<file path="src/rtl/mul_pkg.sv">
// Shared constants and types for the radix-4 Booth sequential multiplier.
// Optional unsigned mode is enabled by defining MUL_UNSIGNED_EN.
package mul_pkg;

   localparam int unsigned MUL_WIDTH = 32;

   // One Booth digit per iteration: WIDTH+2 extended bits need WIDTH/2+1 digits.
   function automatic int unsigned niter(input int unsigned w);
      return w / 2 + 1;
   endfunction

   localparam int unsigned NITER = niter(MUL_WIDTH);

   localparam logic [1:0] ST_IDLE = 2'd0;
   localparam logic [1:0] ST_RUN  = 2'd1;
   localparam logic [1:0] ST_DONE = 2'd2;

   typedef struct packed {
      logic neg;
      logic one;
      logic two;
   } booth_sel_t;

   localparam booth_sel_t BOOTH_ZERO = booth_sel_t'(3'b000);
   localparam booth_sel_t BOOTH_POS1 = booth_sel_t'(3'b010);
   localparam booth_sel_t BOOTH_POS2 = booth_sel_t'(3'b001);
   localparam booth_sel_t BOOTH_NEG1 = booth_sel_t'(3'b110);
   localparam booth_sel_t BOOTH_NEG2 = booth_sel_t'(3'b101);

endpackage

</file>
<file path="src/rtl/booth_mul_seq_enc.sv">
// Radix-4 Booth recoder: 3-bit multiplier window to {neg, one, two} selects.
module booth_r4_enc
   import mul_pkg::*;
(
   input  logic [2:0] win_i,
   output booth_sel_t sel_o_c
);

   always_comb begin
      sel_o_c = BOOTH_ZERO;
      case (win_i)
         3'b001, 3'b010: sel_o_c = BOOTH_POS1;
         3'b011:         sel_o_c = BOOTH_POS2;
         3'b100:         sel_o_c = BOOTH_NEG2;
         3'b101, 3'b110: sel_o_c = BOOTH_NEG1;
         default:        sel_o_c = BOOTH_ZERO;
      endcase
   end

endmodule

</file>
<file path="src/rtl/booth_mul_seq.sv">
// Sequential signed WIDTHxWIDTH multiplier, one radix-4 Booth digit per clock.
// Define MUL_UNSIGNED_EN to add the is_unsigned operand-mode input.
module booth_mul_seq
   import mul_pkg::*;
#(
   parameter int unsigned WIDTH = MUL_WIDTH
)
(
   input  logic             clk,
   input  logic             reset,
   input  logic             start,
   input  logic [WIDTH-1:0] a,
   input  logic [WIDTH-1:0] b,
`ifdef MUL_UNSIGNED_EN
   input  logic             is_unsigned,
`endif
   output logic             busy,
   output logic             done,
   output logic [WIDTH-1:0] product_hi,
   output logic [WIDTH-1:0] product_lo
);

   localparam int unsigned XW    = WIDTH + 2;
   localparam int unsigned MW    = WIDTH + 3;
   localparam int unsigned AW    = 2 * WIDTH + 4;
   localparam int unsigned PW    = 2 * WIDTH;
   localparam int unsigned NIT   = niter(WIDTH);
   localparam int unsigned CW    = $clog2(NIT + 1);

   logic [1:0]    state_q, state_d;
   logic [CW-1:0] cnt_q, cnt_d;
   logic [AW-1:0] acc_q, acc_d;
   logic [AW-1:0] mcand_q, mcand_d;
   logic [MW-1:0] mplr_q, mplr_d;
   logic [PW-1:0] prod_q, prod_d;
   logic          busy_q, busy_d;
   logic          done_q, done_d;

   logic          sgn_c;
   logic [XW-1:0] a_ext_c, b_ext_c;
   booth_sel_t    sel_c;
   logic [AW-1:0] pp_mag_c, pp_c, acc_sum_c;

`ifdef MUL_UNSIGNED_EN
   assign sgn_c = ~is_unsigned;
`else
   assign sgn_c = 1'b1;
`endif

   // Operand extension: sign bit replicated only in signed mode.
   assign a_ext_c = {{2{a[WIDTH-1] & sgn_c}}, a};
   assign b_ext_c = {{2{b[WIDTH-1] & sgn_c}}, b};

   booth_r4_enc u_enc (
      .win_i   (mplr_q[2:0]),
      .sel_o_c (sel_c)
   );

   // Partial product from the recoded digit; the multiplicand is pre-weighted.
   always_comb begin
      pp_mag_c = '0;
      if (sel_c.two) begin
         pp_mag_c = {mcand_q[AW-2:0], 1'b0};
      end else if (sel_c.one) begin
         pp_mag_c = mcand_q;
      end
      pp_c      = sel_c.neg ? (~pp_mag_c + AW'(1)) : pp_mag_c;
      acc_sum_c = acc_q + pp_c;
   end

   always_comb begin
      state_d = state_q;
      cnt_d   = cnt_q;
      acc_d   = acc_q;
      mcand_d = mcand_q;
      mplr_d  = mplr_q;
      prod_d  = prod_q;
      busy_d  = busy_q;
      done_d  = 1'b0;

      case (state_q)
         ST_RUN: begin
            acc_d   = acc_sum_c;
            mcand_d = {mcand_q[AW-3:0], 2'b00};
            mplr_d  = {{2{mplr_q[MW-1]}}, mplr_q[MW-1:2]};
            cnt_d   = cnt_q + CW'(1);
            if (cnt_q == CW'(NIT - 1)) begin
               state_d = ST_DONE;
               busy_d  = 1'b0;
               done_d  = 1'b1;
               prod_d  = acc_sum_c[PW-1:0];
            end
         end
         default: begin
            // IDLE and DONE both accept a new request, giving back-to-back issue.
            if (start) begin
               state_d = ST_RUN;
               busy_d  = 1'b1;
               cnt_d   = '0;
               acc_d   = '0;
               mcand_d = {{(AW - XW){a_ext_c[XW-1]}}, a_ext_c};
               mplr_d  = {b_ext_c, 1'b0};
            end else begin
               state_d = ST_IDLE;
               busy_d  = 1'b0;
            end
         end
      endcase
   end

   always_ff @(posedge clk or posedge reset) begin
      if (reset) begin
         state_q <= ST_IDLE;
         cnt_q   <= '0;
         acc_q   <= '0;
         mcand_q <= '0;
         mplr_q  <= '0;
         prod_q  <= '0;
         busy_q  <= 1'b0;
         done_q  <= 1'b0;
      end else begin
         state_q <= state_d;
         cnt_q   <= cnt_d;
         acc_q   <= acc_d;
         mcand_q <= mcand_d;
         mplr_q  <= mplr_d;
         prod_q  <= prod_d;
         busy_q  <= busy_d;
         done_q  <= done_d;
      end
   end

   assign busy       = busy_q;
   assign done       = done_q;
   assign product_hi = prod_q[PW-1:WIDTH];
   assign product_lo = prod_q[WIDTH-1:0];

endmodule

</file>
<file path="config.mk">
export PLATFORM = sky130hd
export DESIGN_NAME = booth_mul_seq
export DESIGN_NICKNAME = d
export VERILOG_FILES = /design/src/rtl/mul_pkg.sv /design/src/rtl/booth_mul_seq_enc.sv /design/src/rtl/booth_mul_seq.sv
export SDC_FILE = /design/constraint.sdc
export NUM_CORES = 1
export LEC_CHECK = 0
export ABC_AREA = 1
export BUFFER_PORTS_ARGS = -buffer_cell sky130_fd_sc_hd__buf_2
export CAP_MARGIN = 5
export CORE_MARGIN = 3
export CORE_UTILIZATION = 35
export CTS_CLUSTER_DIAMETER = 30
export DETAILED_ROUTE_END_ITERATION = 16
export PLACE_DENSITY = 0.63
export SYNTH_ARGS = -nofsm -noshare
export SYNTH_HDL_FRONTEND = slang
export SYNTH_HIERARCHICAL = 1
export SYNTH_SLANG_ARGS = --single-unit
</file>
<file path="constraint.sdc">
create_clock -name clk -period 19.93 [get_ports clk]
set_input_delay 0.9965 -clock clk [delete_from_list [all_inputs] [get_ports clk]]
set_output_delay 0.9965 -clock clk [all_outputs]
set_load 0.005 [all_outputs]
</file>
Word-level counts from Yosys, hierarchy flattened
Index checks and enable logic that the tools add are counted.
- flip-flop bits (word level): 244
- latch bits: 0
- memory bits (writable): 0
- memory bits (read-only): 0
- input bits: 67
- output and inout bits: 66
- word-level logic and storage cells: 48
- memories: 0
- add/subtract/negate cells: 3
- multiply operators: 0
- div/mod/pow operators: 0
- order comparisons: 0
- eq/ne operators: 9
- shifts and indexed selects: 0
- muxes and demuxes: 20
- bitwise gates (word level): 2
- reductions and logical operators: 5
- operators by type and width (operator ; number):
    2-to-1 mux 68 bit ; 7
    adder 68 x 1 -> 68 bit (second input constant) ; 1
    adder 68 bit ; 1
    2-to-1 mux 34 bit ; 2
    inverter 68 bit ; 1
    case mux 3 bit (4 select lines) ; 1
    2-to-1 mux 5 bit ; 2
    equality test 3 bit (second input constant) ; 3
    equality test 3 x 2 -> 1 bit (second input constant) ; 2
    2-to-1 mux 1 bit ; 6
    adder 5 x 1 -> 5 bit (second input constant) ; 1
    equality test 5 bit (second input constant) ; 1
    2-to-1 mux 2 bit ; 2
    AND reduction 2 bit ; 2
    OR reduction 2 bit ; 2
    equality test 3 x 1 -> 1 bit (second input constant) ; 1
    equality test 2 x 1 -> 1 bit (second input constant) ; 1
    != test 2 bit (second input constant) ; 1
    nonzero test 2 bit ; 1
    inverter 1 bit ; 1

Depth between registers and ports, before layout
- depth after elaboration: 10
- depth in mapped cells: 35
- mapped depth without buffers: 33

Cells and area by module
The synthesis kept the hierarchy.
- modules (own cells, without submodules) (module ; instances ; cells each ; area each (um^2) ; sequential area each (um^2)):
    booth_mul_seq ; 1 ; 2648 ; 17589.4 ; 5855.6
    booth_r4_enc ; 1 ; 9 ; 37.5 ; 0.0

Least setup slack after synthesis
No wires, ideal clock.
- kind: reg2reg
- start: reg mplr_q[0]
- end: reg prod_q[40]
- library setup time: 66 ps
- arrival time: 3635 ps
- data required time: 19864 ps
- slack: 16229 ps
- stages on the path, launching flop included: 30
- path buffers: 3
- clock period less this slack: 3701 ps
- path through: dfrtp_1 nor2_2 nand2_1 nand2_1 buf_6 buf_6 buf_2 nor2_1 inv_1 ha_1 nand4_2 nor2_2 nand3_2 nor2_2 nand2_1 nand2_1 xor2_1 inv_1 ha_1 nand2_1 nor2_1 inv_1 nor2_1 inv_1 o21ai_0 inv_1 nand2_1 xor2_1 nand2_1 nand2_1
- RTL lines (item ; line ; RTL):
    from (decl) ; booth_mul_seq.sv:34 ; logic [MW-1:0] mplr_q, mplr_d;
    from (signal assigned) ; booth_mul_seq.sv:126 ; mplr_q <= mplr_d;
    to (signal assigned) ; booth_mul_seq.sv:127 ; prod_q <= prod_d;
    to (decl) ; booth_mul_seq.sv:35 ; logic [PW-1:0] prod_q, prod_d;

==> summary.txt <==
Highest Signal Layer = met4
Biggest area consumer among synthesized cells = dfrtp_1
Skew final = 0.0523 ns
Met1 wire length = 28,000 um
Critical Path End Type = register
Yosys warns = 6
Synthesized cell area = 0.0176 mm2
Root Driver = clkbuf_16
Yosys top cell area share = 33.2%
DP Worst Slack = 14.61 ns
Status = finished, final reports clean
Worst-margin pin slew = 1.05 ns
FF-to-FF End = acc_q[43]$_DFFE_PP0P_
Port bufs = 132
Final min period = 5.44 ns
Reg2Reg Setup Slack = 14.49 ns
Setup violations, final = 0
Worst hold stages = 2
Width of the die = 230 um
Tot GR Track Use = 22.0%
Slew Viols, Final = 0
# DRC = 0
CP Launch Type = register
RD Place Congestion = 0.976
RSZ-0062 raised after global routing = no
Die Y = 230 um
TNS Setup = 0 ns
Worst Path Required = 20.44 ns
Row Count = 81
Post-route worst setup slack = 14.49 ns
Core area = 0.0494 mm2
Crit path from = mplr_q[0]$_DFFE_PP0P_
Clk Latency, worst-skew pair = 0.64 ns
Hold_sp = prod_q[33]$_DFFE_PP0P_
Post-synthesis net count = 2,805
MaxCap Viol Count = 0
Vias in the first global route = 16.9k
Final hold vios = 0
DRT Pass-1 Iters = 5
Antenna violations before repair = 0
CTS buffer count = 61
Hold buffers post-CTS = 0
Most frequent CP cell = nand2_1
Share of cells above drive strength 1 = 11.8%
Diode count = 0
Layout fillers = 5,237
Detail Placement HPWL = 45,100 um
Via density = 5.01
Post-synth EDFFs = 0
CTS H-tree lvls = 2
Ports = 133
Cts repair resizes = 0
Top post-synthesis cells by count = nand2_1, inv_1, dfrtp_1
Post-synth ARST share = 100%
Postcts setup bufs = 0
#FFs+latches synth = 234
Area contributors post-synth = dfrtp_1, nand2_1, inv_1
DIE AREA = 0.0531 mm2
Initial Utilization = 35.7%
Slew HR = 29.5%
Top_reg_cell synth = dfrtp_1
R2R depth = 27
CP peak stage delay = 0.62 ns
Fin crit share = 27.3%
CTS Sinks = 234
Synth-to-Final Area Change = 20.0%
Critical Path AT = 5.94 ns
DR WL/cell = 16.9 um
Met2 routed WL = 25,800 um
Worst Hold End = prod_q[33]$_DFFE_PP0P_
FMAX = 184 MHz
Most common cell in the netlist = nand2_1
Clock transition at path regs = 0.05 ns
CP max FO = 68
Post-Synthesis Cells = 2,657
Utilization after layout = 42.9%
HP Class = register to register
Remaining global-route overflow = 0
Drt total wl = 59,200 um
NumNets Final = 2,929
Synth unique cells = 49
Syn_area_per_cell = 6.63 um2
Pin count of the biggest net entering global routing = 124
CTS tree = yes
Met3 routed WL = 3710 um
DRT iter0 DRCs = 1,594
First-pass GRT wire length = 93,300 um
Post-route ant nets = 0
Worst path slowest cell = o21ai_0
Clk buf depth = 3
Sequential area share after synthesis = 33.2%
Via Count = 17.5k
WS Path Type = register to register
Worst R2R Start = mplr_q[0]$_DFFE_PP0P_
flip-flops by register name, summed over array words and instances, names as in the netlist:
name	flops
acc_q	64
mcand_q	64
prod_q	64
mplr_q	34
cnt_q	5
state_q	2
done	1
metrics by stage:
| step | hold slack, ns | instances | cell area (um2) |
|---|---|---|---|
| finish | 0.470 | 3497 | 21200 |
| global route | 0.487 | 3497 | 21200 |
| CTS | 0.475 | 3497 | 21200 |
| detailed placement | 0.462 | 3382 | 18800 |
| global placement | 0.457 | 3382 | 18800 |
| floorplan | 0.453 | 2657 | 17600 |
cells by family (layout without fill, tap and decap cells):
kind of cell	after synthesis	count (layout)	share of synthesized area, %
adder cells (fa/ha/maj)	81	81	5.79
XOR/XNOR	81	81	4.02
AND/OR/NAND/NOR	1504	1504	35.5
buffers and inverters	438	614	10.0
AO/OA/AOI/OAI	319	319	11.5
flip-flops	234	234	33.2
cell type report:
class	instances	area [um2]	share of cell area [%]
multi-input combinational	1985	10000	47.5
sequential	234	5860	27.7
clock buffer	75	1670	7.89
inverter	353	1340	6.33
tap	664	831	3.93
timing repair buffer	146	766	3.62
clock inverter	40	656	3.10
worst max path at each step:
stage	to	depth (start not counted)
3_3_place_gp	acc_q[51]$_DFFE_PP0P_	30
2_1_floorplan	acc_q[0]$_DFFE_PP0P_	1
4_1_cts	prod_q[51]$_DFFE_PP0P_	30
3_5_place_dp	acc_q[51]$_DFFE_PP0P_	30
6_report	acc_q[43]$_DFFE_PP0P_	27
5_1_grt	prod_q[62]$_DFFE_PP0P_	29
layer usage:
metal / vias to the layer above / global-route usage, %
li1: 8748 / -
met1: 8142 / 31.4
met2: 526 / 33.8
met3: 96 / 3.53
met4: 0 / 7.66
met5: - / 0
worst max-delay path: cells and delay by family (launching register included):
kind | cells | cell delay [ns]
simple gates | 16 | 2.10
buf+inv | 5 | 1.09
compound gates | 3 | 0.95
fa+ha+maj | 2 | 0.57
flops | 1 | 0.40
xor+xnor | 1 | 0.19
cells in the final DEF (no fill, tap or decap), drive strengths merged, types with 36 or more instances in the layout:
| cell type | netlist | layout |
|---|---|---|
| nand2 | 1048 | 1048 |
| inv | 353 | 353 |
| dfrtp | 234 | 234 |
| nor2 | 214 | 214 |
| nand3 | 158 | 158 |
| buf | 33 | 146 |
| o21ai | 104 | 104 |
| a21oi | 85 | 85 |
| ha | 80 | 80 |
| clkbuf | 52 | 75 |
| xor2 | 52 | 52 |
| o221ai | 49 | 49 |
| nor3 | 36 | 36 |
Power is left out: the tool's default activity adds up to more than one toggle a clock period on the data nets, which glitch-free logic cannot reach.
